**config.mk**
```make
export PLATFORM = sky130hd
export DESIGN_NAME = calc_entry_fmt
export DESIGN_NICKNAME = d
export VERILOG_FILES = /design/src/rtl/calc_entry_fmt.sv
export SDC_FILE = /design/constraint.sdc
export NUM_CORES = 1
export LEC_CHECK = 0
export CORE_UTILIZATION = 60
export DETAILED_ROUTE_END_ITERATION = 6
export HOLD_SLACK_MARGIN = 0.08
export PLACE_DENSITY = 0.83
export SYNTH_ARGS = -nofsm -noshare
export SYNTH_HDL_FRONTEND = slang
export SYNTH_SLANG_ARGS = --single-unit
```
**constraint.sdc**
```tcl
create_clock -name CLOCK_50 -period 6.35 [get_ports CLOCK_50]
set_clock_uncertainty 0.2 [all_clocks]
set_input_delay 0.9525 -clock CLOCK_50 [delete_from_list [all_inputs] [get_ports CLOCK_50]]
set_output_delay 0.9525 -clock CLOCK_50 [all_outputs]
set_load 0.005 [all_outputs]
```
**src/rtl/calc_entry_fmt.sv**
```systemverilog
// Calculator entry formatter: debounces the push button, captures the operands,
// computes the signed result, converts it to BCD and strobes one display line.
module calc_entry_fmt #(
   parameter logic [19:0] DEBOUNCE_CYCLES = 20'd500000,
   parameter int unsigned SETUP_CYCLES    = 32'd2,
   parameter int unsigned ENTER_CYCLES    = 32'd4
) (
   input  logic       CLOCK_50,
   input  logic       ar,
   input  logic       go_n,
   input  logic [3:0] a_mag,
   input  logic       a_neg,
   input  logic [3:0] b_mag,
   input  logic       b_neg,
   input  logic [1:0] op_sel,
   output logic [3:0] x_in4,
   output logic [3:0] x_in1,
   output logic [3:0] x_in2,
   output logic [3:0] x_in3,
   output logic       aSign,
   output logic       bSign,
   output logic       bothSign,
   output logic [3:0] Op,
   output logic       enter,
   output logic       busy,
   output logic [1:0] entry_cnt
);

   typedef enum logic [2:0] {
      S_IDLE    = 3'd0,
      S_CALC    = 3'd1,
      S_CONV    = 3'd2,
      S_PRESENT = 3'd3,
      S_STROBE  = 3'd4,
      S_RELEASE = 3'd5
   } state_t;

   localparam logic [7:0] CONV_LAST  = 8'd6;
   localparam logic [7:0] SETUP_LAST = 8'(SETUP_CYCLES - 32'd1);
   localparam logic [7:0] ENTER_LAST = 8'(ENTER_CYCLES - 32'd1);

   state_t             state_r;
   state_t             state_nxt_s;
   logic [7:0]         cyc_r;

   logic               sync1_r;
   logic               sync2_r;
   logic               deb_r;
   logic               deb_d_r;
   logic [19:0]        deb_cnt_r;
   logic               press_s;

   logic [3:0]         a_mag_r;
   logic               a_neg_r;
   logic [3:0]         b_mag_r;
   logic               b_neg_r;
   logic [1:0]         op_r;

   logic signed [7:0]  sa_s;
   logic signed [7:0]  sb_s;
   logic signed [7:0]  res_s;
   logic [6:0]         mag_s;
   logic [14:0]        conv_r;
   logic [14:0]        conv_fin_s;
   logic               neg_r;

   function automatic logic [3:0] clamp9(input logic [3:0] m);
      return (m > 4'd9) ? 4'd9 : m;
   endfunction

   // One double-dabble step on {tens, units, binary}: adjust nibbles >= 5, then shift.
   function automatic logic [14:0] dabble_step(input logic [14:0] v);
      logic [14:0] t;
      t        = v;
      t[14:11] = (v[14:11] >= 4'd5) ? v[14:11] + 4'd3 : v[14:11];
      t[10:7]  = (v[10:7]  >= 4'd5) ? v[10:7]  + 4'd3 : v[10:7];
      return {t[13:0], 1'b0};
   endfunction

   // Button synchronizer and debouncer; a level differing from the debounced one
   // restarts counting from zero each time it reappears.
   always_ff @(posedge CLOCK_50 or posedge ar) begin
      if (ar) begin
         sync1_r   <= 1'b1;
         sync2_r   <= 1'b1;
         deb_r     <= 1'b1;
         deb_d_r   <= 1'b1;
         deb_cnt_r <= 20'd0;
      end else begin
         sync1_r <= go_n;
         sync2_r <= sync1_r;
         deb_d_r <= deb_r;
         if (sync2_r != deb_r) begin
            if (deb_cnt_r == DEBOUNCE_CYCLES - 20'd1) begin
               deb_r     <= sync2_r;
               deb_cnt_r <= 20'd0;
            end else begin
               deb_cnt_r <= deb_cnt_r + 20'd1;
            end
         end else begin
            deb_cnt_r <= 20'd0;
         end
      end
   end

   assign press_s = deb_d_r & ~deb_r;

   // Next-state logic.
   always_comb begin
      state_nxt_s = state_r;
      case (state_r)
         S_IDLE:    state_nxt_s = press_s ? S_CALC : S_IDLE;
         S_CALC:    state_nxt_s = S_CONV;
         S_CONV:    state_nxt_s = (cyc_r == CONV_LAST) ? S_PRESENT : S_CONV;
         S_PRESENT: state_nxt_s = (cyc_r == SETUP_LAST) ? S_STROBE : S_PRESENT;
         S_STROBE:  state_nxt_s = (cyc_r == ENTER_LAST) ? S_RELEASE : S_STROBE;
         S_RELEASE: state_nxt_s = deb_r ? S_IDLE : S_RELEASE;
         default:   state_nxt_s = S_IDLE;
      endcase
   end

   // Signed arithmetic on the captured operands; |r| <= 81 fits in 7 bits.
   always_comb begin
      sa_s = a_neg_r ? (8'd0 - {4'd0, a_mag_r}) : {4'd0, a_mag_r};
      sb_s = b_neg_r ? (8'd0 - {4'd0, b_mag_r}) : {4'd0, b_mag_r};
      case (op_r)
         2'b00:   res_s = sa_s - sb_s;
         2'b01:   res_s = sa_s + sb_s;
         default: res_s = sa_s * sb_s;
      endcase
      mag_s      = res_s[7] ? 7'(8'd0 - res_s) : res_s[6:0];
      conv_fin_s = dabble_step(conv_r);
   end

   // State register, phase counter, capture/convert datapath and registered outputs.
   always_ff @(posedge CLOCK_50 or posedge ar) begin
      if (ar) begin
         state_r   <= S_IDLE;
         cyc_r     <= 8'd0;
         a_mag_r   <= 4'd0;
         a_neg_r   <= 1'b0;
         b_mag_r   <= 4'd0;
         b_neg_r   <= 1'b0;
         op_r      <= 2'b00;
         conv_r    <= 15'd0;
         neg_r     <= 1'b0;
         x_in4     <= 4'd0;
         x_in1     <= 4'd0;
         x_in2     <= 4'd0;
         x_in3     <= 4'd0;
         aSign     <= 1'b0;
         bSign     <= 1'b0;
         bothSign  <= 1'b0;
         Op        <= 4'd0;
         enter     <= 1'b0;
         busy      <= 1'b0;
         entry_cnt <= 2'd0;
      end else begin
         state_r <= state_nxt_s;
         if (state_nxt_s != state_r) begin
            cyc_r <= 8'd0;
         end else begin
            cyc_r <= cyc_r + 8'd1;
         end
         enter <= (state_nxt_s == S_STROBE);
         busy  <= (state_nxt_s != S_IDLE);
         case (state_r)
            S_IDLE: begin
               if (press_s) begin
                  a_mag_r <= clamp9(a_mag);
                  a_neg_r <= a_neg;
                  b_mag_r <= clamp9(b_mag);
                  b_neg_r <= b_neg;
                  op_r    <= (op_sel == 2'b11) ? 2'b10 : op_sel;
               end
            end
            S_CALC: begin
               conv_r <= {8'd0, mag_s};
               neg_r  <= res_s[7];
            end
            S_CONV: begin
               conv_r <= conv_fin_s;
               // The seventh shift lands on this same edge, so present the step output.
               if (state_nxt_s == S_PRESENT) begin
                  x_in4    <= a_mag_r;
                  x_in1    <= b_mag_r;
                  x_in2    <= conv_fin_s[14:11];
                  x_in3    <= conv_fin_s[10:7];
                  aSign    <= a_neg_r;
                  bSign    <= b_neg_r;
                  bothSign <= neg_r;
                  Op       <= {2'b00, op_r};
               end
            end
            S_STROBE: begin
               if (state_nxt_s == S_RELEASE) begin
                  entry_cnt <= entry_cnt + 2'd1;
               end
            end
            default: begin
            end
         endcase
      end
   end

endmodule

```
# == Word-level counts from Yosys, hierarchy flattened ==
# Cells that the tools add are included.
# totals
mem_bits_rw,0
out_inout_bits,27
latch_bits,0
romBits,0
memories,0
inputBits,15
reg_bits,88
# classes
muxes,19
add_sub_neg,10
n_bitwise,2
n_eq_ne,16
n_shift,0
reduce_logical,8
n_lt_le_gt_ge,4
mul,1
div_mod_pow,0
# ops
operator,count
$mux 20,2
$pmux 15 s2,1
$mux 8,3
$add 20x1->20 const B,1
$eq 20x19->1 const B,1
$pmux 3 s6,1
$pmux 8 s2,1
$eq 3x3->1 const B,4
$mux 4,3
$sub 1x4->5 const A,2
$eq 3x2->1 const B,3
$mux 3,3
$add 8x1->8 const B,1
$add 8x8->8,1
$eq 8x1->1 const B,1
$eq 8x2->1 const B,1
$eq 8x3->1 const B,1
$ge 4x3->1 const B,2
$gt 4x4->1 const B,2
$mul 8x8->8,1
$reduce_and 2->1,4
$sub 8x8->8,1
$mux 7,1
$sub 1x7->7 const A,1
other kinds (16),18

# == Longest topological paths before layout ==
# Gate-level depths: netlist of run 1.
# depth
depth_word,7
ltp_mapped,21
ltp_nobuf,21

# == Least setup slack after synthesis of run 1 ==
# Ideal clock, no wire load.
# synth_timing
path_type,register to register
start,register a_mag_r[0]
end,register conv_r[2]
setup_slack_ns,1.121
t_arrival_ns,4.888
setup_ns,0.141
stages_incl_launch_ff,22
path_cell_list,dfrtp_1 -> inv_1 -> ha_1 -> inv_1 -> o31ai_2 -> nor2_1 -> ha_1 -> inv_1 -> fa_1 -> inv_1 -> ha_1 -> inv_1 -> fa_1 -> inv_1 -> ha_1 -> a21o_1 -> a21oi_1 -> xnor2_1 -> xnor3_2 -> a211oi_2 -> xor2_1 -> o221ai_1
# synth_between
elab_chain_cells,7
word_cells_on_any_way,9
cone_classes,4 x add/sub; 1 x mul; 4 x mux
# synth_lines
element,line,rtl
"start, declared",53,logic [3:0] a_mag_r;
"start signal, assigned",170,a_mag_r <= clamp9(a_mag);
$sub 1x4->5,124,"sa_s = a_neg_r ? (8'd0 - {4'd0, a_mag_r}) : {4'd0, a_mag_r};"
$mux 8 (*),124,
$mul 8x8->8 (tied with other cells),129,default: res_s = sa_s * sb_s;
$pmux 8 s2 (*),126,case (op_r)
$sub 1x7->7,131,mag_s = res_s[7] ? 7'(8'd0 - res_s) : res_s[6:0];
$mux 7 (*),131,
$pmux 15 s2 (*),167,case (state_r)
"end signal, assigned",178,"conv_r <= {8'd0, mag_s};"
"end signal, assigned",182,conv_r <= conv_fin_s;
"end, declared",63,logic [14:0] conv_r;
# Every way passes the cells marked *; elsewhere a longest branch is shown, timed or not.
# A chain may end at the register's enable or synchronous reset.

# == Worst setup path in the final report of run 1 ==
# Same ends and word-level chain as after synthesis.

==> results.md, run 1 <==
STA:
- The ratio of final minimum period to clock period is 0.910.
- The normalized max-slew margin is 0.247.
- The post-route worst hold slack is between 0.15 and 0.2 ns.
- Setup repair after global routing left no endpoint under its margin.
- Setup violations remaining at the end of the flow were counted as 0.
- The final-report max-slew violation count is 0.
- The setup TNS is 0 ns.
- The least setup slack across all paths after layout is 0.573 ns.
- The worst path needs between 5 and 6 ns of the cycle, external delays included.
- At the pin with the least slew margin, the transition time is between 1 and 1.5 ns.
- Static timing analysis puts the maximum clock frequency at around 170 MHz.
- The number of failing hold endpoints at the final stage is 0.

Global route:
- The initial antenna violation count is 0.
- The wire length of the first global-routing pass is 20800 um.
- The maximum number of pins on one net before global-route repair is 63.
- For this run the aggregate overflow at the end of global routing stands at 0.
- The number of global-route vias before repair was 4448.
- The aggregate global-route resource usage is 0.263.

Route:
- For this run, design rule violations remaining after detail routing come to 0.
- The number of detailed-routing iterations run before antenna repair is 5.
- The post-detailed-route count of antenna-violating nets is 0.
- The routed via count divided by cell count is around 5.8.
- The overall routed net length is ~12000 um.
- The final route contains ~4500 vias.
- The violation count after the first detailed-route iteration is about 150.
- The average routed wire per standard cell is between 15 and 20 um.

Die:
- The number of placement rows is 35.
- The die area is between 0.01 and 0.015 sq mm.
- For this configuration, the core starts out at a cell density of 0.625.
- For this design the top-level I/O count stands at 42.
- The die is between 100 and 150 um wide.
- The floorplan step defined a core boundary enclosing 0.00933 sq mm.
- The die is just over 100 um tall.

Worst setup path:
- The library cell contributing the largest single delay on the critical path is fa_1.
- The maximum cell stage delay along the critical path is between 0.5 and 0.6 ns.
- The signal on the critical path passes through inv_1, ha_1, inv_1, o31ai_2, nor2_1, ha_1, inv_1, fa_1, inv_1, ha_1, inv_1, fa_1, inv_1, ha_1, a21o_1, a21oi_1, xnor2_1, xnor3_2, a211oi_2, xor2_1, o221ai_1.
- Data on the critical path arrives at its endpoint at 5.78 ns.
- Data on the critical path is required at its endpoint by approximately 6.4 ns.
- The worst setup path is launched from a register.
- The cell seen most often among critical-path stages is inv_1.
- The setup check on the worst reg-to-reg path leaves a slack of 0.57 ns.
- The startpoint-to-endpoint class of the critical path is reg -> reg.
- The maximum net fanout on the critical path is 6.
- The nature of the critical path endpoint is a register.

Cells and area:
- Relative to the synthesized area, the layout overhead comes to 11.1%.
- The number of antenna cells inserted is 0.
- The proportion of layout cells with a drive suffix above 1 is 0.0892.
- The number of fill cells in the layout is ~700.
- The area occupied by multi-input gates is 0.00331 sq mm.
- Excluding fillers, the count of instances in the completed layout stands at roughly 800.
- For this run, the post-layout net count is a little over 700.
- Across the whole layout, storage elements account for 0.00221 sq mm.
- At the end of the flow the core is filled with cells to 0.694.

Clocking:
- At the later pin of the worst-skew pair, clock insertion delay measures 0.36 ns.
- The number of sinks on the clock net is 88.
- The H-tree generated during clock tree synthesis spans 3 levels.
- After clock tree synthesis, the setup repair step added 0 buffers.
- The maximum buffer depth of the clock tree is 2.
- For this design, the CTS-stage hold fixing added 0 buffers.
- In this run the clock root is driven by a clkbuf_8.
- The clock slew at the register clock pins of the worst setup and hold paths is approximately 0.08 ns.
- Clock tree synthesis inserted a total of 9 buffers.
- The post-cts sizing count is 0.
- TritonCTS built the clock tree.

Flow run:
- The max-capacitance violation count is 0.

Power and ir drop:
- The worst-case IR drop observed on VDD is between 0.1 and 0.15 mV.
- The clock share of power is 0.401.
- The internal power contribution is slightly below 800 uW.
- Of the total power, the share spent switching nets is 0.213.
- The sequential cell fraction of total power is 0.571.
- For this design the static power due to leakage is about 0.0029 uW.
- Of the total power, combinational logic draws 0.028.
- The net load switching power is roughly 210 uW.
- The power density normalized to cell area is ~150 mW/mm^2.

Yosys:
- The cell type with the highest aggregate area in the netlist is dfrtp_1.
- After synthesis the cells add up to between 0.005 and 0.006 sq mm.
- The number of distinct library cells after synthesis is just under 70.
- In this run, synthesis produced a sequential element count of a little under 90.
- The compound-cell area share of the yosys netlist came to 0.138.
- Of the total synthesized cell area, the portion taken by AND, OR, NAND and NOR gates is 0.164.
- The dominant synthesized flop cell is dfrtp_1.
- The post-synthesis cell count is roughly 620.
- Of the total synthesized cell area, the portion taken by full adders, half adders and majority gates is 0.122.
- After synthesis, the largest family of logic cells by area is simple AND/OR/NAND/NOR gates.
- By instance count, the leading cell after synthesis is dfrtp_1.
- Of the total synthesized cell area, the portion taken by XOR and XNOR cells is 0.0929.
- After synthesis, the share of flip-flops with an asynchronous set or reset is 1.00.
- The share of Yosys cell area claimed by the top area cell type is 0.361.
- The share of the Yosys chip area taken by registers is 0.379.
- Ranked by instance count, the synthesized netlist is headed by 84 x dfrtp_1, 74 x nor2_1, 51 x inv_1, 51 x nand2_1, 36 x ha_1.
- Averaged over all synthesized cells, the footprint is 9.42 sq um.
- The number of synthesized flops with an enable pin is 0.
- Measured against the total synthesized area, the mux share comes to 0.0504.
- Sorting the synthesized cells by area gives the leading types as dfrtp_1 36%, ha_1 7.7%, xnor2_1 4.8%.
- The number of synthesis warnings is 0.

Hold path:
- The kind of path behind the tightest hold check is reg -> reg.

Placement:
- The total half-perimeter wirelength after legalization and detailed placement is 8900 um.
- In this run, placement finished with an instance count of ~760.
- The placement-stage worst setup slack is ~0.63 ns.
- Buffers placed on the I/O ports in this run total 39.
- The final RePlAce weighted congestion is around 0.92.

Run status:
- The flow ran to the end, and the final reports show no timing, DRC or antenna violations.
[power groups by stage]
stage / combinational (uW) / sequential (uW) / clock, uW
after global placement: 28.0 / 575 / 0
final: 27.8 / 564 / 397
after floorplan: 15.0 / 575 / 0
after detailed placement: 28.8 / 575 / 0
after global routing: 31.9 / 565 / 424
after CTS: 28.8 / 564 / 401
[per-layer routing]
layer | part of all wire | vias to the layer above | wire, um | track usage
met4 | 0.020 | 0 | 236 | 0.0870
met1 | 0.45 | 2174 | 5370 | 0.342
met5 | 0 | - | 0 | 0
met2 | 0.49 | 110 | 5880 | 0.439
li1 | - | 2168 | - | -
met3 | 0.040 | 28 | 480 | 0.0589
[final cells by class]
| type | instances | share of cell area |
|---|---|---|
| inverter | 52 | 0.0303 |
| clock buffer | 14 | 0.0251 |
| sequential | 88 | 0.341 |
| clock inverter | 2 | 0.00599 |
| tap | 129 | 0.0249 |
| multi-input combinational | 454 | 0.511 |
| timing repair buffer | 40 | 0.0614 |
[registers in the layout, indices dropped and copies added (netlist names), 3 cells and up]
name / cells
deb_cnt_r: 20
conv_r: 15
cyc_r: 8
a_mag_r: 4
b_mag_r: 4
x_in1: 4
x_in2: 4
x_in3: 4
x_in4: 4
state_r: 3
[critical path: cells and delay by family (launching register included)]
kind | cells | cell delay (ns)
xor gates and xnor gates | 3 | 0.84
DFF | 1 | 0.47
buffers and inverters | 6 | 0.49
and+or+nand+nor | 1 | 0.13
AOI/OAI and AO/OA | 5 | 1.18
adders and majority gates | 6 | 2.27
[cell families (layout without fill, tap and decap cells)]
logic type      after synthesis  after routing
simple gates                204            204
compound gates              117            117
flops                        88             88
buf+inv                      78            108
xor+xnor                     55             55
fa+ha+maj                    49             49
mux                          27             27
other cells                   1              2
[placed cells by master, fill, tap and decap left out, types with 6 or more instances in the layout]
| cell type | Yosys | routed |
|---|---|---|
| a22oi_1 | 10 | 10 |
| and3_1 | 7 | 7 |
| nor3_1 | 7 | 7 |
| fa_1 | 13 | 13 |
| clkdlybuf4s50_1 | 0 | 39 |
| nand2b_1 | 6 | 6 |
| nand3_1 | 19 | 19 |
| a21o_1 | 6 | 6 |
| o21ai_0 | 32 | 32 |
| nor2_1 | 74 | 74 |
| inv_1 | 51 | 50 |
| ha_1 | 36 | 36 |
| nand2_1 | 51 | 51 |
| mux2i_1 | 8 | 8 |
| xor2_1 | 19 | 19 |
| clkbuf_8 | 0 | 11 |
| a21oi_1 | 29 | 29 |
| mux2_2 | 19 | 19 |
| dfrtp_1 | 84 | 84 |
| xnor2_1 | 32 | 32 |
[path summary, 6_finish.rpt]
kind / startpoint / to / cells past startpoint
worst max-delay path: a_mag_r[0]$_DFFE_PP0P_ / conv_r[2]$_DFFE_PP0P_ / 21
worst min-delay path: sync1_r$_DFF_PP1_ / sync2_r$_DFF_PP1_ / 0
worst max register to register: a_mag_r[0]$_DFFE_PP0P_ / conv_r[2]$_DFFE_PP0P_ / 21
worst min register to register: sync1_r$_DFF_PP1_ / sync2_r$_DFF_PP1_ / 0
max in group asynchronous: ar / conv_r[5]$_DFFE_PP0P_ / 3
min in group asynchronous: ar / cyc_r[7]$_DFF_PP0_ / 2
[per-stage QoR]
step | total power [uW] | cell area, sq um
global route | 1020 | 6480
detailed placement | 604 | 6270
CTS | 995 | 6480
finish | 989 | 6480
floorplan | 590 | 5830
global placement | 603 | 6270
Power figures use the tool's default switching activity.
==> run 2: changes to the inputs <==
--- a/config.mk
+++ b/config.mk
@@ -5,9 +5,9 @@
 export SDC_FILE = /design/constraint.sdc
 export NUM_CORES = 1
 export LEC_CHECK = 0
+export CORE_ASPECT_RATIO = 0.5
 export CORE_UTILIZATION = 60
 export DETAILED_ROUTE_END_ITERATION = 6
-export HOLD_SLACK_MARGIN = 0.08
 export PLACE_DENSITY = 0.83
 export SYNTH_ARGS = -nofsm -noshare
 export SYNTH_HDL_FRONTEND = slang
==> results.md, run 2 (synthesis results as in run 1) <==
Cells and area:
- The most common cell after layout, fill and taps aside was dfrtp_1 (unchanged).
- The flip-flop count of the largest register after layout is 20 (unchanged).
- The footprint of the flip-flops and latches came to 0.00221 sq mm (unchanged).
- The area occupied by multi-input gates was 0.00331 sq mm (unchanged).
- The proportion of layout cells with a drive suffix above 1 was 0.0952 (was 0.0892).
- The number of fill cells in the layout is 686 (was 703).
- The number of antenna cells inserted is 0 (unchanged).
- The area added between synthesis and finish is 13.2% (was 11.1%).
- Top library cells by usage in the layout, fill and taps aside: 84 x dfrtp_1, 74 x nor2_1, 51 x nand2_1 (unchanged).
- The register name with the most flops was deb_cnt_r (unchanged).
- Registers with the highest flip-flop counts: deb_cnt_r x20, conv_r x15, cyc_r x8 (unchanged).
- The cell area after layout is 0.00660 sq mm (was 0.00648 sq mm).
- The number of nets in the finished design is 710 (was 709).

Global route:
- The final global-route overflow total is 0 (unchanged).
- The number of global-route vias before repair is 4406 (was 4448).
- The wire length of the first global-routing pass is 20700 um (was 20800 um).
- The initial antenna violation count was 0 (unchanged).
- The maximum number of pins on one net before global-route repair is 61 (was 63).
- The aggregate global-route resource usage was 0.260 (was 0.263).

Route:
- The violation count after the first detailed-route iteration came to 292 (was 149).
- The routed metal-1 wirelength is 5830 um (was 5370 um).
- The detailed-route via count came to 4393 (was 4480).
- The highest routing layer actually used is met4 (unchanged).
- The routed via count divided by cell count is 5.62 (was 5.75).
- The average routed wire per standard cell is 15.5 um (was 15.4 um).
- The met3 layer wire length in the routed design was 301 um (was 480 um).
- The DRC violation count after routing is 0 (unchanged).
- The detailed-routed wire length on met2 came to 5790 um (was 5880 um).
- The number of detailed-routing iterations run before antenna repair is 4 (was 5).
- The overall routed net length is 12100 um (was 12000 um).
- The post-detailed-route count of antenna-violating nets is 0 (unchanged).

STA:
- The ratio of final minimum period to clock period is 0.917 (was 0.910).
- The setup TNS is 0 ns (unchanged).
- The normalized max-slew margin is 0.379 (was 0.247).
- The final-report max-slew violation count is 0 (unchanged).
- The minimum period implied by the final worst setup slack is 5.82 ns (was 5.78 ns).
- Unrepaired setup endpoints after global routing: no (unchanged).
- The slew at the pin closest to its max-slew limit was 0.928 ns (was 1.13 ns).
- The number of failing hold endpoints at the final stage was 0 (unchanged).
- The highest attainable clock frequency is 172 MHz (was 173 MHz).
- The total of endpoints with negative setup slack in the final report is 0 (unchanged).

Placement:
- The total half-perimeter wirelength after legalization and detailed placement came to 8930 um (was 8900 um).
- The final RePlAce weighted congestion is 0.868 (was 0.919).
- The number of buffers inserted by port buffering is 39 (unchanged).
- The total placed instance area is 0.00628 sq mm (was 0.00627 sq mm).

Die:
- The horizontal die dimension is 141 um (was 101 um).
- The placeable core area was 0.00907 sq mm (was 0.00933 sq mm).
- The die area came to 0.0101 sq mm (about the same).
- The number of top-level design ports is 42 (unchanged).
- The height of the die is 71.7 um (was 101 um).
- The number of placement rows was 24 (was 35).
- The starting density of the core came to 0.643 (was 0.625).

Power and ir drop:
- The power density normalized to cell area is 173 mW/mm^2 (was 153 mW/mm^2).
- The worst voltage drop across the vdd grid is 0.116 mV (was 0.128 mV).
- The leakage power summed over all cells is 0.00300 uW (was 0.00294 uW).

Clocking:
- The total clock buffers created by CTS came to 9 (unchanged).
- The post-cts sizing count is 0 (unchanged).
- The H-tree level count is 3 (unchanged).
- The clock slew at the register clock pins of the worst setup and hold paths was 0.07 ns (was 0.08 ns).
- The maximum buffer depth of the clock tree came to 2 (unchanged).
- The worst-skew pair later-pin latency came to 0.34 ns (was 0.36 ns).
- The hold buffer count at cts is 0 (unchanged).
- The cell chosen for the clock root is clkbuf_16 (was clkbuf_8).
- The post-CTS setup-driven buffer insertion count is 0 (unchanged).
- The number of sinks on the clock net was 88 (unchanged).
- The CTS tree is done (unchanged).

Hold path:
- The kind of path behind the tightest hold check is reg -> reg (unchanged).

Run status:
- Status: finished clean (unchanged).

Worst setup path:
- The arrival time of the worst setup path is 5.80 ns (was 5.78 ns).
- The nature of the critical path endpoint was a register (unchanged).
- The startpoint-to-endpoint class of the critical path was reg -> reg (unchanged).
- The maximum net fanout on the critical path came to 7 (was 6).
- The startpoint class of the critical path is a register (unchanged).
- The worst path required time is 6.33 ns (was 6.36 ns).

Flow run:
- The max-capacitance violation count came to 0 (unchanged).
run 2: changes by cell type in the layout (fill, tap and decap cells not counted), sizes merged:
cell	delta
buf	+1
clkbuf	-4
clkinv	+2
inv	+2
run 2: cell type report:
| class | count | area share |
|---|---|---|
| Timing Repair Buffer | 41 | 0.0615 |
| Inverter | 52 | 0.0298 |
| Clock buffer | 10 | 0.0362 |
| Tap cell | 130 | 0.0247 |
| Sequential cell | 88 | 0.335 |
| Multi-Input combinational cell | 454 | 0.502 |
| Clock inverter | 6 | 0.0112 |
run 2: routing by layer:
metal,GRT usage,vias up
li1,-,2167
met1,0.355,2153
met2,0.440,57
met3,0.0374,16
met4,0.0729,0
met5,0,-
run 2: where the power goes:
group | internal, uW | switching (uW)
Clock | 321 | 231
Combinational | 10.9 | 16.4
Sequential | 563 | 1.73
run 2: path summary, 6_finish.rpt:
check / endpoint / cells past startpoint / startpoint / slack (ns)
worst max-delay path: conv_r[2]$_DFFE_PP0P_ / 20 / b_mag_r[0]$_DFFE_PP0P_ / 0.53
worst min-delay path: sync2_r$_DFF_PP1_ / 0 / sync1_r$_DFF_PP1_ / 0.16
worst max register to register: conv_r[2]$_DFFE_PP0P_ / 20 / b_mag_r[0]$_DFFE_PP0P_ / 0.53
worst min register to register: sync2_r$_DFF_PP1_ / 0 / sync1_r$_DFF_PP1_ / 0.16
max in group asynchronous: conv_r[11]$_DFFE_PP0P_ / 3 / ar / 4.12
min in group asynchronous: x_in1[3]$_DFFE_PP0P_ / 2 / ar / 0.74
run 2: stage by stage:
step	std cells	power (uW)	setup slack [ns]	utilization	hold WS (ns)
after global routing	781	1180	0.244	0.727	0.165
after CTS	781	1150	0.554	0.727	0.162
after global placement	765	603	0.850	0.693	0.147
after floorplan	620	590	1.12	-	0.145
final	781	1140	0.527	0.727	0.160
after detailed placement	765	604	0.651	0.693	0.153
run 2: worst max-delay path, cell delays in order, from the launching register on:
cell and delay (ns):
dfrtp_1 0.47, inv_1 0.17, ha_1 0.35, mux2i_1 0.50
nor2_1 0.09, ha_1 0.34, inv_1 0.09, fa_1 0.54
inv_1 0.04, ha_1 0.27, inv_1 0.05, fa_1 0.58
inv_1 0.06, ha_1 0.28, a21o_1 0.18, a21oi_1 0.18
xnor2_1 0.17, xnor3_2 0.47, a211oi_2 0.27, xor2_1 0.18
o221ai_1 0.15
==> run 3: changes to the inputs <==
--- a/config.mk
+++ b/config.mk
@@ -8,7 +8,9 @@
 export CORE_ASPECT_RATIO = 0.5
 export CORE_UTILIZATION = 60
 export DETAILED_ROUTE_END_ITERATION = 6
-export PLACE_DENSITY = 0.83
+export PLACE_DENSITY = 0.92
+export SETUP_SLACK_MARGIN = 0.3
 export SYNTH_ARGS = -nofsm -noshare
 export SYNTH_HDL_FRONTEND = slang
 export SYNTH_SLANG_ARGS = --single-unit
+export TNS_END_PERCENT = 20
==> results.md, run 3 (synthesis results as in run 1) <==
Global route:
- The final global-route overflow total is 0 (unchanged).
- The aggregate global-route resource usage is 0.274 (was 0.260).
- The wire length of the first global-routing pass was 21600 um (was 20700 um).
- The maximum number of pins on one net before global-route repair is 89 (was 61).
- The number of global-route vias before repair was 4571 (was 4406).
- The initial antenna violation count was 0 (unchanged).

Power and ir drop:
- The worst voltage drop across the vdd grid is 0.126 mV (was 0.116 mV).
- The net switching share of the total power is 0.211 (was 0.218).
- The post-layout total power is 1130 uW (was 1140 uW).
- The net load switching power came to 238 uW (was 250 uW).
- The power density normalized to cell area is 171 mW/mm^2 (was 173 mW/mm^2).
- The clock share of power was 0.474 (was 0.482).
- The internal power contribution is 889 uW (was 895 uW).
- The leakage power summed over all cells is 0.00298 uW (was 0.00300 uW).
- The portion of total power attributed to combinational logic came to 0.024 (about the same).
- The sequential cell fraction of total power is 0.502 (was 0.494).

Cells and area:
- Registers with the highest flip-flop counts: deb_cnt_r x20, conv_r x15, cyc_r x8 (unchanged).
- Top library cells by usage in the layout, fill and taps aside: 84 x dfrtp_1, 74 x nor2_1, 51 x nand2_1 (unchanged).
- The number of antenna cells inserted is 0 (unchanged).
- The number of nets in the finished design is 709 (was 710).
- The register name with the most flops is deb_cnt_r (unchanged).
- The flip-flop count of the largest register after layout is 20 (unchanged).
- The area added between synthesis and finish is 13.0% (was 13.2%).
- The most common cell after layout, fill and taps aside is dfrtp_1 (unchanged).
- The proportion of layout cells with a drive suffix above 1 is 0.0938 (was 0.0952).

Hold path:
- The kind of path behind the tightest hold check is reg -> reg (unchanged).
- The startpoint of the worst hold path is sync1_r$_DFF_PP1_ (unchanged).

Flow run:
- The max-capacitance violation count is 0 (unchanged).

Placement:
- The final RePlAce weighted congestion came to 0.894 (was 0.868).
- The number of buffers inserted by port buffering is 39 (unchanged).
- The total half-perimeter wirelength after legalization and detailed placement is 9160 um (was 8930 um).

Worst setup path:
- The logic depth of the worst register-to-register path is 20 (unchanged).
- The launch point of the critical path is b_mag_r[0]$_DFFE_PP0P_ (unchanged).
- Critical-path cell list: inv_1, ha_1, mux2i_2, nor2_1, ha_1, inv_1, fa_1, inv_1, ha_1, inv_1, fa_1, inv_1, ha_1, a21o_1, a21oi_1, xnor2_1, xnor3_2, a211oi_2, xnor2_1, o221ai_1 (was inv_1, ha_1, mux2i_1, nor2_1, ha_1, inv_1, fa_1, inv_1, ha_1, inv_1, fa_1, inv_1, ha_1, a21o_1, a21oi_1, xnor2_1, xnor3_2, a211oi_2, xor2_1, o221ai_1).
- The termination of the worst setup path is conv_r[5]$_DFFE_PP0P_ (was conv_r[2]$_DFFE_PP0P_).
- The cell seen most often among critical-path stages is inv_1 (unchanged).
- The maximum cell stage delay along the critical path came to 0.59 ns (was 0.58 ns).
- The count of buffer and inverter cells on the critical path came to 5 (unchanged).
- The worst path required time came to 6.34 ns (was 6.33 ns).
- The beginning of the worst register-to-register path is b_mag_r[0]$_DFFE_PP0P_ (unchanged).
- The arrival time of the worst setup path is 5.68 ns (was 5.80 ns).
- The maximum net fanout on the critical path is 7 (unchanged).
- The capture instance of the worst register-to-register path is conv_r[5]$_DFFE_PP0P_ (was conv_r[2]$_DFFE_PP0P_).
- The critical path depth in cells came to 20 (unchanged).
- The nature of the critical path endpoint is a register (unchanged).
- The critical path's top delay family is adder cells (unchanged).
- The startpoint-to-endpoint class of the critical path is reg -> reg (unchanged).
- The startpoint class of the critical path is a register (unchanged).
- The library cell contributing the largest single delay on the critical path was fa_1 (unchanged).
- The setup slack on the worst flop-to-flop path is 0.66 ns (was 0.53 ns).

Route:
- The average routed wire per standard cell is 16.4 um (was 15.5 um).
- The detailed-route via count is 4571 (was 4393).
- The DRC violation count after routing is 0 (unchanged).
- The overall routed net length is 12800 um (was 12100 um).
- The number of detailed-routing iterations run before antenna repair is 5 (was 4).
- The violation count after the first detailed-route iteration was 524 (was 292).
- The post-detailed-route count of antenna-violating nets is 0 (unchanged).
- The routed via count divided by cell count is 5.86 (was 5.62).

Die:
- The placeable core area is 0.00907 sq mm (unchanged).
- The number of placement rows is 24 (unchanged).
- The height of the die came to 71.7 um (unchanged).
- The horizontal die dimension is 141 um (unchanged).
- The starting density of the core was 0.643 (unchanged).
- The number of top-level design ports is 42 (unchanged).
- The die area is 0.0101 sq mm (unchanged).

Clocking:
- The total clock buffers created by CTS is 9 (unchanged).
- The worst-skew pair later-pin latency came to 0.35 ns (was 0.34 ns).
- The cell chosen for the clock root is clkbuf_16 (unchanged).
- The clock slew at the register clock pins of the worst setup and hold paths came to 0.06 ns (was 0.07 ns).
- The H-tree level count came to 3 (unchanged).
- The number of sinks on the clock net is 88 (unchanged).
- The CTS tree is done (unchanged).
- The maximum buffer depth of the clock tree is 2 (unchanged).

STA:
- The total of endpoints with negative setup slack in the final report is 0 (unchanged).
- The highest attainable clock frequency is 176 MHz (was 172 MHz).
- The number of failing hold endpoints at the final stage is 0 (unchanged).
- The ratio of final minimum period to clock period is 0.896 (was 0.917).
- The minimum period implied by the final worst setup slack is 5.69 ns (was 5.82 ns).
- Unrepaired setup endpoints after global routing: no (unchanged).
- The final-report max-slew violation count is 0 (unchanged).
- The setup TNS was 0 ns (unchanged).
- The slew at the pin closest to its max-slew limit is 1.12 ns (was 0.928 ns).
- The normalized max-slew margin is 0.255 (was 0.379).

Run status:
- Status: finished clean (unchanged).
-- run 3: changes by cell type in the layout (fill, tap and decap cells not counted), sizes merged --
cell,change
buf,-1
clkbuf,+1
clkinvlp,+1
inv,-2
-- run 3: layout make-up --
type | count | area (sq um)
Clock inverter | 5 | 56.3
Tap cell | 130 | 163
Multi-Input combinational cell | 454 | 3320
Clock buffer | 11 | 243
Inverter | 52 | 196
Sequential cell | 88 | 2210
Fill cell | 595 | 2480
Timing Repair Buffer | 40 | 398
-- run 3: power by group through the flow --
stage	Sequential [uW]	Combinational, uW	Clock (uW)
after CTS	565	28.4	538
after global placement	575	27.4	0
final	565	27.5	534
after detailed placement	575	28.1	0
after floorplan	575	15.0	0
after global routing	565	31.1	558
-- run 3: worst min-delay path by stage --
stage,endpoint,slack [ns],cells after the start
CTS,sync2_r$_DFF_PP1_,0.16,0
finish,sync2_r$_DFF_PP1_,0.15,0
global placement,sync2_r$_DFF_PP1_,0.15,0
detailed placement,sync2_r$_DFF_PP1_,0.15,0
global route,sync2_r$_DFF_PP1_,0.16,0
floorplan,sync2_r$_DFF_PP1_,0.15,0
-- run 3: stage by stage --
stage / area (sq um) / std cells / util / hold WS (ns) / setup slack [ns]
floorplan: 5830 / 620 / - / 0.145 / 1.12
global placement: 6280 / 764 / 0.692 / 0.149 / 0.847
detailed placement: 6280 / 764 / 0.692 / 0.148 / 0.600
CTS: 6580 / 780 / 0.725 / 0.159 / 0.555
global route: 6590 / 780 / 0.726 / 0.162 / 0.311
finish: 6590 / 780 / 0.726 / 0.154 / 0.660
-- run 3: timing repair --
| item | in CTS | in global routing |
|---|---|---|
| buffers inserted | 0 | 0 |
| gates resized for setup | 0 | 2 |
| setup endpoints to repair | 0 | 4 |
| hold buffers | 0 | 0 |
-- run 3: layer usage --
layer	vias to the layer above	global-route usage	wire [um]
met4	0	0.0920	255
li1	2163	-	-
met2	162	0.479	6440
met1	2216	0.346	5430
met5	-	0	0
met3	30	0.0555	681
